File: src/rtl/mult_seq_pkg.sv
// Shared types and constants for the sequential 8x8 nibble multiplier.
//   - state_t         : controller states
//   - OP_W/NIB_W/...  : operand, nibble, product, step and shift widths
//   - SHIFT_STEPn     : partial-product shift for each nibble step
//   - csa_reduce_4x4  : 4x4 partial-product carry-save reduction shared by both 4x4 cores
package mult_seq_pkg;

    localparam int OP_W    = 8;
    localparam int NIB_W   = 4;
    localparam int PROD_W  = 16;
    localparam int STEP_W  = 2;
    localparam int SHIFT_W = 4;

    localparam logic [STEP_W-1:0]  STEP_LAST   = 2'd3;
    localparam logic [SHIFT_W-1:0] SHIFT_STEP0 = 4'd0;
    localparam logic [SHIFT_W-1:0] SHIFT_STEP1 = 4'd4;
    localparam logic [SHIFT_W-1:0] SHIFT_STEP2 = 4'd4;
    localparam logic [SHIFT_W-1:0] SHIFT_STEP3 = 4'd8;

    typedef enum logic [1:0] {
        IDLE = 2'd0,
        MUL  = 2'd1,
        DONE = 2'd2
    } state_t;

    // Reduces the four AND-array rows to a sum/carry pair with two 3:2 layers.
    // The true product is below 256, so dropping carries out of bit 7 is exact.
    // Returns {sum, carry}.
    function automatic logic [15:0] csa_reduce_4x4(input logic [3:0] x, input logic [3:0] y);
        logic [7:0] r0, r1, r2, r3, s1, c1, s2, c2;
        r0 = {4'b0000, x & {4{y[0]}}};
        r1 = {3'b000,  x & {4{y[1]}}, 1'b0};
        r2 = {2'b00,   x & {4{y[2]}}, 2'b00};
        r3 = {1'b0,    x & {4{y[3]}}, 3'b000};
        s1 = r0 ^ r1 ^ r2;
        c1 = ((r0 & r1) | (r0 & r2) | (r1 & r2)) << 1;
        s2 = s1 ^ c1 ^ r3;
        c2 = ((s1 & c1) | (s1 & r3) | (c1 & r3)) << 1;
        return {s2, c2};
    endfunction

endpackage

File: src/rtl/mult4_cores.sv
// Combinational 4x4 -> 8 unsigned multiplier cores.
//   multiplier_4bits_version7     : carry-save reduction + Kogge-Stone final adder
//   multiplier_4bits_version7_CLA : carry-save reduction + carry-lookahead final adder
// Ports (both): a[3:0], b[3:0] operands; p[7:0] product.
module multiplier_4bits_version7
    import mult_seq_pkg::*;
(
    input  logic [3:0] a,
    input  logic [3:0] b,
    output logic [7:0] p
);

    function automatic logic [7:0] ks_add8(input logic [7:0] x, input logic [7:0] y);
        logic [7:0] g, pg, hs;
        g  = x & y;
        pg = x ^ y;
        hs = pg;
        // Prefix levels at distance 1, 2, 4; descending index keeps the
        // lower bits at their previous-level values within a level.
        for (int d = 1; d < 8; d = d * 2) begin
            for (int i = 7; i >= d; i--) begin
                g[i]  = g[i] | (pg[i] & g[i-d]);
                pg[i] = pg[i] & pg[i-d];
            end
        end
        return hs ^ {g[6:0], 1'b0};
    endfunction

    logic [7:0] s_row, c_row;

    assign {s_row, c_row} = csa_reduce_4x4(a, b);
    assign p = ks_add8(s_row, c_row);

endmodule

module multiplier_4bits_version7_CLA
    import mult_seq_pkg::*;
(
    input  logic [3:0] a,
    input  logic [3:0] b,
    output logic [7:0] p
);

    // Every carry is expanded directly from generate/propagate terms,
    // so no carry depends on another carry.
    function automatic logic [7:0] cla_add8(input logic [7:0] x, input logic [7:0] y);
        logic [7:0] g, pg, cy;
        logic       term;
        g  = x & y;
        pg = x ^ y;
        cy = '0;
        for (int i = 0; i < 7; i++) begin
            cy[i+1] = g[i];
            for (int j = 0; j < i; j++) begin
                term = g[j];
                for (int k = j + 1; k <= i; k++) begin
                    term = term & pg[k];
                end
                cy[i+1] = cy[i+1] | term;
            end
        end
        return pg ^ cy;
    endfunction

    logic [7:0] s_row, c_row;

    assign {s_row, c_row} = csa_reduce_4x4(a, b);
    assign p = cla_add8(s_row, c_row);

endmodule

File: src/rtl/mult8_nibble_sel.sv
// Nibble-pair selector for the sequential multiplier.
// Ports: a_q, b_q latched operands; step current nibble step;
//        nib_a, nib_b core operands; shift left shift of the partial product.
module mult8_nibble_sel
    import mult_seq_pkg::*;
(
    input  logic [OP_W-1:0]    a_q,
    input  logic [OP_W-1:0]    b_q,
    input  logic [STEP_W-1:0]  step,
    output logic [NIB_W-1:0]   nib_a,
    output logic [NIB_W-1:0]   nib_b,
    output logic [SHIFT_W-1:0] shift
);

    always_comb begin
        nib_a = a_q[NIB_W-1:0];
        nib_b = b_q[NIB_W-1:0];
        shift = SHIFT_STEP0;
        case (step)
            2'd1: begin
                nib_b = b_q[OP_W-1:NIB_W];
                shift = SHIFT_STEP1;
            end
            2'd2: begin
                nib_a = a_q[OP_W-1:NIB_W];
                shift = SHIFT_STEP2;
            end
            2'd3: begin
                nib_a = a_q[OP_W-1:NIB_W];
                nib_b = b_q[OP_W-1:NIB_W];
                shift = SHIFT_STEP3;
            end
            default: ;
        endcase
    end

endmodule

File: src/rtl/mult8_seq_ctrl.sv
// Sequential unsigned 8x8 -> 16 multiplier: one combinational 4x4 core is
// reused over four nibble steps and the shifted partial products accumulate.
// Ports:
//   clk, rst            clock, asynchronous active-high reset
//   in_valid/in_ready   operand handshake (a, b)
//   out_valid/out_ready product handshake (product)
//   busy                high while multiplying or holding a result
// Parameters: MUL_VARIANT selects the 4x4 core (0 Kogge-Stone, 1 CLA);
//             ZERO_SKIP=1 sends a zero operand straight to DONE.
module mult8_seq_ctrl
    import mult_seq_pkg::*;
#(
    parameter int MUL_VARIANT = 0,
    parameter int ZERO_SKIP   = 1
) (
    input  logic              clk,
    input  logic              rst,
    input  logic              in_valid,
    output logic              in_ready,
    input  logic [OP_W-1:0]   a,
    input  logic [OP_W-1:0]   b,
    output logic              out_valid,
    input  logic              out_ready,
    output logic [PROD_W-1:0] product,
    output logic              busy
);

    localparam bit SKIP_EN = (ZERO_SKIP != 0);

    state_t              state, state_nxt;
    logic [STEP_W-1:0]   step;
    logic [PROD_W-1:0]   acc;
    logic [OP_W-1:0]     a_q, b_q;
    logic [NIB_W-1:0]    nib_a, nib_b;
    logic [SHIFT_W-1:0]  shift;
    logic [2*NIB_W-1:0]  pp8;
    logic [PROD_W-1:0]   pp_shifted;
    logic                accept;
    logic                zero_op;

    assign accept  = in_valid && (state == IDLE);
    assign zero_op = (a == '0) || (b == '0);

    mult8_nibble_sel u_sel (
        .a_q   (a_q),
        .b_q   (b_q),
        .step  (step),
        .nib_a (nib_a),
        .nib_b (nib_b),
        .shift (shift)
    );

    generate
        if (MUL_VARIANT == 0) begin : g_core_ks
            multiplier_4bits_version7 u_core (
                .a (nib_a),
                .b (nib_b),
                .p (pp8)
            );
        end else begin : g_core_cla
            multiplier_4bits_version7_CLA u_core (
                .a (nib_a),
                .b (nib_b),
                .p (pp8)
            );
        end
    endgenerate

    assign pp_shifted = {{(PROD_W-2*NIB_W){1'b0}}, pp8} << shift;

    always_ff @(posedge clk or posedge rst) begin
        if (rst) begin
            state <= IDLE;
        end else begin
            state <= state_nxt;
        end
    end

    // Outputs decode the registered state only, so an asynchronous reset
    // drops out_valid and product at once.
    always_comb begin
        state_nxt = state;
        in_ready  = 1'b0;
        out_valid = 1'b0;
        busy      = 1'b0;
        product   = '0;
        case (state)
            IDLE: begin
                in_ready = 1'b1;
                if (in_valid) begin
                    state_nxt = (SKIP_EN && zero_op) ? DONE : MUL;
                end
            end
            MUL: begin
                busy = 1'b1;
                if (step == STEP_LAST) begin
                    state_nxt = DONE;
                end
            end
            DONE: begin
                busy      = 1'b1;
                out_valid = 1'b1;
                product   = acc;
                if (out_ready) begin
                    state_nxt = IDLE;
                end
            end
            default: state_nxt = IDLE;
        endcase
    end

    // Sum never exceeds 0xFE01, so the 16-bit accumulate cannot wrap.
    always_ff @(posedge clk or posedge rst) begin
        if (rst) begin
            a_q  <= '0;
            b_q  <= '0;
            acc  <= '0;
            step <= '0;
        end else begin
            case (state)
                IDLE: begin
                    if (accept) begin
                        a_q  <= a;
                        b_q  <= b;
                        acc  <= '0;
                        step <= '0;
                    end
                end
                MUL: begin
                    acc  <= acc + pp_shifted;
                    step <= (step == STEP_LAST) ? '0 : step + 1'b1;
                end
                default: ;
            endcase
        end
    end

endmodule
File: config.mk
export PLATFORM = sky130hd
export DESIGN_NAME = mult8_seq_ctrl
export DESIGN_NICKNAME = d
export VERILOG_FILES = /design/src/rtl/mult_seq_pkg.sv /design/src/rtl/mult4_cores.sv /design/src/rtl/mult8_nibble_sel.sv /design/src/rtl/mult8_seq_ctrl.sv
export SDC_FILE = /design/constraint.sdc
export NUM_CORES = 1
export LEC_CHECK = 0
export BUFFER_PORTS_ARGS = -buffer_cell sky130_fd_sc_hd__buf_2
export CORE_MARGIN = 5
export CORE_UTILIZATION = 37
export CTS_CLUSTER_SIZE = 28
export DETAILED_ROUTE_END_ITERATION = 6
export PLACE_DENSITY = 0.63
export SLEW_MARGIN = 20
export SYNTH_ARGS = -nofsm -noshare
export SYNTH_HDL_FRONTEND = slang
export SYNTH_SLANG_ARGS = --single-unit
File: constraint.sdc
create_clock -name clk -period 9.2 [get_ports clk]
set_clock_uncertainty 0.15 [all_clocks]
set_input_delay 1.38 -clock clk [delete_from_list [all_inputs] [get_ports clk]]
set_output_delay 1.38 -clock clk [all_outputs]
set_load 0.005 [all_outputs]
-- After elaboration in Yosys (flattened, before gate mapping)
Index checks and enable logic that the tools add are counted.
- add/subtract/negate cells: 2
- $mul: 0
- divide/modulo/power cells: 0
- $lt $le $gt $ge: 0
- eq/ne operators: 9
- shifts and indexed selects: 1
- muxes and demuxes: 17
- bitwise gates (word level): 57
- reductions and logical operators: 13
- operator list (cell ; number):
    $mux W16 ; 2
    $pmux W16 S2 ; 1
    $and A7 B7 Y7 ; 4
    $xor A8 B8 Y8 ; 3
    $and A1 B1 Y1 ; 22
    $or A7 B7 Y7 ; 3
    $add A16 B16 Y16 ; 1
    $and A4 B4 Y4 ; 4
    $logic_not A8 Y1 ; 2
    $shl A8 B4 Y16 ; 1
    $or A1 B1 Y1 ; 14
    $mux W2 ; 6
    $mux W4 ; 2
    $ne A2 B2 Y1 const B ; 4
    $pmux W4 S2 ; 1
    $reduce_or A2 Y1 ; 4
    $xor A8 B7 Y8 ; 1
    $or A7 B6 Y7 ; 1
    $and A4 B6 Y6 ; 1
    $and A5 B6 Y6 ; 1
    $eq A2 B2 Y1 const B ; 3
    $pmux W2 S3 ; 1
    $xor A5 B6 Y6 ; 1
    $and A4 B5 Y5 ; 1
    other kinds (11) ; 15
- register bits after elaboration: 36
- bits in latches: 0
- bits in writable memories: 0
- memory bits (read-only): 0
- input port bits: 20
- output and inout port bits: 19
- logic and storage cells: 104
- memories: 0

-- Longest topological paths before layout
- word-level depth: 20
- mapped depth: 24
- depth with buffers taken out: 24

-- Cells and area by module
From an unflattened synthesis, not the netlist that was laid out.
- cell total of the unflattened synthesis: 355
- area, all modules: 3256.9 µm²
- modules (own cells, without submodules) (module ; times used ; cells an instance ; area each (µm²) ; sequential area each (µm²)):
    mult8_seq_ctrl ; 1 ; 292 ; 2687.6 ; 900.9
    multiplier_4bits_version7 ; 1 ; 43 ; 381.6 ; 0.0
    mult8_nibble_sel ; 1 ; 20 ; 187.7 ; 0.0

-- Worst setup path after synthesis
OpenSTA, ideal clock, no wires.
- kind: register to register
- start point: register step[0]
- end point: register acc[14]
- setup time: 131 ps
- data arrival time: 4741 ps
- required time: 8919 ps
- setup slack: 4178 ps
- stages on the path, launching flop included: 24
- path buffers: 0
- clock period less this slack: 5022 ps
- cells stage by stage: dfrtp_1 -> ha_1 -> nor2_2 -> mux2i_1 -> nor2_1 -> fa_1 -> inv_1 -> fa_1 -> inv_1 -> ha_1 -> inv_1 -> fa_1 -> inv_1 -> a21o_1 -> a21oi_1 -> o31ai_1 -> ha_1 -> a21oi_2 -> o21bai_1 -> a211oi_1 -> o211ai_1 -> a21oi_1 -> xor2_1 -> o21ai_1
- cells in the longest elaborated chain, start to end: 20
- elaborated cells on any way between the ends: 69
- classes of those cells: add/sub (1); eq/ne (3); shift (1); mux (4); bitwise (57); reduce/logical (3)
- ends and longest elaborated chain (element ; RTL line ; text):
    from (decl) ; mult8_seq_ctrl.sv:31 ; logic [STEP_W-1:0] step;
    from (signal assigned) ; mult8_seq_ctrl.sv:131 ; step <= (step == STEP_LAST) ? '0 : step + 1'b1;
    $eq A2 B2 Y1 or $eq A2 B1 Y1 (tied branches) ; mult8_nibble_sel.sv:19 ; case (step)
    $reduce_or A2 Y1 (no line) ; -- ;
    $mux W4 ; mult8_nibble_sel.sv:19 ;
    $and A4 B4 Y4 (on tied branches) ; mult_seq_pkg.sv:31, mult_seq_pkg.sv:32, mult_seq_pkg.sv:33 ;
    $and A4 B5 Y5 or $and A4 B6 Y6 (tied branches) ; mult_seq_pkg.sv:36 ; c1 = ((r0 & r1) | (r0 & r2) | (r1 & r2)) << 1;
    $or A7 B7 Y7 ; mult_seq_pkg.sv:36 ;
    $or A7 B6 Y7 ; mult_seq_pkg.sv:36 ;
    $and A7 B7 Y7 ; mult_seq_pkg.sv:38 ; c2 = ((s1 & c1) | (s1 & r3) | (c1 & r3)) << 1;
    (+4 left out) ; -- ;
    $or A1 B1 Y1 or $and A1 B1 Y1 (tied branches) ; mult4_cores.sv:22 ; g[i] = g[i] | (pg[i] & g[i-d]);
    $and A1 B1 Y1 or $or A1 B1 Y1 (tied branches) ; mult4_cores.sv:22 ;
    $or A1 B1 Y1 or $and A1 B1 Y1 (tied branches) ; mult4_cores.sv:22 ;
    $or A1 B1 Y1 ; mult4_cores.sv:22 ;
    $xor A8 B8 Y8 ; mult4_cores.sv:26 ; return hs ^ {g[6:0], 1'b0};
    $shl A8 B4 Y16 (*) ; mult8_seq_ctrl.sv:69 ; assign pp_shifted = {{(PROD_W-2*NIB_W){1'b0}}, pp8} << shift;
    $add A16 B16 Y16 (*) ; mult8_seq_ctrl.sv:130 ; acc <= acc + pp_shifted;
    $pmux W16 S2 (*) ; mult8_seq_ctrl.sv:120 ; case (state)
    to (signal assigned) ; mult8_seq_ctrl.sv:130 ;
    to (decl) ; mult8_seq_ctrl.sv:32 ; logic [PROD_W-1:0] acc;
Every way passes the cells marked *; elsewhere a longest branch is shown, timed or not.
A chain may end at the register's enable or synchronous reset.

-- Final worst setup path
- start point: register step[0]
- end point: register acc[15]
The elaborated chain is that of the path after synthesis.

==> flow_summary.json <==
{
  "timing.critical_path.fanout_max": 6,
  "io_buffer_count": 38,
  "synth_top_family_by_area": "simple AND/OR/NAND/NOR gates",
  "effective_utilization_at_floorplan_pct": 38.0,
  "num_rows": 32,
  "reg2reg_depth": 24,
  "cts_hold_buf": 0,
  "die_height_um": 98.8,
  "place_congestion": 0.888,
  "synth_sequential_area_ratio_pct": 30.9,
  "synth_adder_area_share_pct": 17.2,
  "io_pins": 39,
  "synth.yosys.warnings": 0,
  "die-area_um2": 9770,
  "report.final.setup_viol": 0,
  "viasPerCell": 5.12,
  "worstPathRequired_ps": 9270,
  "netlist_area_um2": 2920,
  "layout_common_cells": "38 x buf_2, 36 x dfrtp_1, 33 x nand2_1, 29 x ha_1, 23 x inv_1",
  "timing.critical_path.arrival_ps": 5630,
  "grt_pass1_wl_um": 11000,
  "slew_headroom_pct": 56.5,
  "synth_compound_gate_area_share_pct": 15.4,
  "fraction_of_the_mapped_netlist_area_in_simple_logic_gates_pct": 17.4,
  "final_nets": 414,
  "maxCapViolations": 0,
  "postCtsResizedCells": 0,
  "fin_worst_hold_slack_ps": 364,
  "fmax_ghz": 0.180,
  "multi_input_comb_area_um2": 1900,
  "layout-area-overhead-vs-synth_pct": 13.3,
  "synthMuxAreaShare_pct": 10.7,
  "ff2ff_setup_slack_ps": 3630,
  "clock_tree.htree_level_count": 2,
  "synth.distinct_cells": 41,
  "ys.flop_type": "dfrtp_1",
  "grt_antenna_before_repair": 0,
  "tritoncts.num_buffers": 5,
  "synthesis.nets": 375,
  "tritoncts_sinks": 36,
  "final_hold_fails": 0,
  "drt-wirelength-per-cell_um": 13.8,
  "report.final.slew_viol_count": 0,
  "setup.worst_path.start_class": "flip-flop",
  "coreArea_um2": 7690,
  "postCtsSetupBuffers": 0,
  "postRouteWirelength_um": 6340,
  "grtUsageTotal_pct": 13.8,
  "route.antenna.remaining_nets": 0,
  "drt-pass1-iter-count": 4,
  "n_antenna_cell": 0,
  "layout.cells.most_common": "buf_2",
  "actual_slew_at_the_worst_max_slew_pin_ps": 639,
  "grt_overflow_total": 0,
  "yosys.area.top_type_share_pct": 30.9,
  "layout_cell_share_with_drive_strength_beyond_1_pct": 21.7,
  "hold-path-cell-count": 1,
  "dr_total_vias": 2360,
  "synth.ff_latch_count": 36,
  "hold_path_class": "reg2reg",
  "setup.worst_path.end_class": "flip-flop",
  "die_x_um": 98.8,
  "timing.setup.critical_path_class": "reg2reg",
  "post_dp_hpwl_um": 5050,
  "async_reset_ff_share_pct": 100,
  "max_stage_delay_ps": 540,
  "worst_path_most_repeated_cell": "inv_1",
  "grt_start_max_net_pins": 37,
  "area.sequential_um2": 901,
  "synth_largest_area_cell": "dfrtp_1",
  "cts_tree": "done",
  "fin_crit_ps": 5570,
  "clk_root_buffer_cell": "clkbuf_8",
  "drt_first_iter_violations": 58,
  "outcome": "complete, no violations",
  "worst_skew_pair.late_latency_ps": 290,
  "max_root_sink_buffers": 2,
  "filler_cell_count": 785,
  "number_of_global_route_vias_before_repair": 2345,
  "critical_path.slowest_cell": "fa_1",
  "critical_path.cell_chain": "inv_1, ha_1, nor2_2, mux2i_1, nor2_1, fa_1, inv_1, fa_1, inv_1, ha_1, inv_1, fa_1, inv_1, a21o_1, a21oi_1, a211oi_1, ha_1, nand3_1, o22ai_1, a21oi_2, o21ai_2, xnor2_1, a21oi_1, o22ai_1",
  "drcViolationCount": 0,
  "grt_setup_unrepaired": "false",
  "yosys.area_share.xor_xnor_pct": 4.50,
  "syn_inst": 319,
  "syn-mean-instance-area_um2": 9.15,
  "clk_pin_slew_worst_paths_ps": 80,
  "totalNegativeSetupSlack_ps": 0,
  "timing.final.crit_share_pct": 60.5,
  "synth.area.top_cells": "dfrtp_1 31%, ha_1 12%, mux2_2 6.2%",
  "synth-edff-count": 0
}
-- worst max-delay path, delay by kind of cell, from the launching register on --
family,cells,cell delay [ps]
fa+ha+maj,6,2080
compound gates,8,1330
simple gates,3,490
flops,1,450
mux,1,420
buf+inv,5,320
xor+xnor,1,260
-- final cells by class --
class,instances,share of cell area (%)
flip-flops and latches,36,27.2
clock inverters,3,0.719
multi-input cells,253,57.5
well taps,102,3.86
inverters,23,2.61
repair buffers,39,5.98
clock buffers,5,2.08
-- state kept, by name, summed over array words and instances (netlist names) --
name   flops
state      2
acc       16
a_q        8
step       2
b_q        8
-- layer usage --
metal  GRT usage [%]  up-vias  routed length, um
met5               0        -                  0
met4            3.68        0                 50
met3            2.76        4                323
met2            23.4       54               2940
met1            17.8     1121               3020
li1                -     1181                  -
-- cell families (layout without fill, tap and decap cells) --
group                      Yosys count  count (layout)
buffers and inverters               30              70
muxes                               28              28
DFF                                 36              36
xor gates and xnor gates            15              15
adders and majority gates           36              36
AOI/OAI and AO/OA                   71              71
and+or+nand+nor                    103             103
-- synth_stat cells, drive strengths merged, types with 3 or more instances --
library cell	instances
a21oi	25
a22o	4
and2	21
clkbuf	5
dfrtp	36
fa	7
ha	29
inv	23
mux2	16
mux2i	12
nand2	33
nand3	4
nor2	24
nor2b	6
nor4	4
o21ai	23
o22ai	4
or2	6
or3	3
xnor2	6
xor2	9
-- worst paths after layout --
path                                     start             endpoint
setup / recovery           step[0]$_DFFE_PP0P_  acc[15]$_DFFE_PP0P_
hold / removal              b_q[4]$_DFFE_PP0P_   b_q[4]$_DFFE_PP0P_
setup reg to reg           step[0]$_DFFE_PP0P_  acc[15]$_DFFE_PP0P_
hold reg to reg             b_q[4]$_DFFE_PP0P_   b_q[4]$_DFFE_PP0P_
max in group asynchronous                  rst  acc[10]$_DFFE_PP0P_
min in group asynchronous                  rst   a_q[5]$_DFFE_PP0P_
-- through the flow --
stage	worst slack, ps	instances	instance area (um^2)	util [%]
after CTS	3620	461	3310	43.0
after global routing	3270	461	3310	43.0
after floorplan	4180	319	2920	-
after global placement	3760	453	3220	41.8
final	3630	461	3310	43.0
after detailed placement	3630	453	3220	41.8
Power is left out: the tool's default activity adds up to more than one toggle a clock period on the data nets, which glitch-free logic cannot reach.
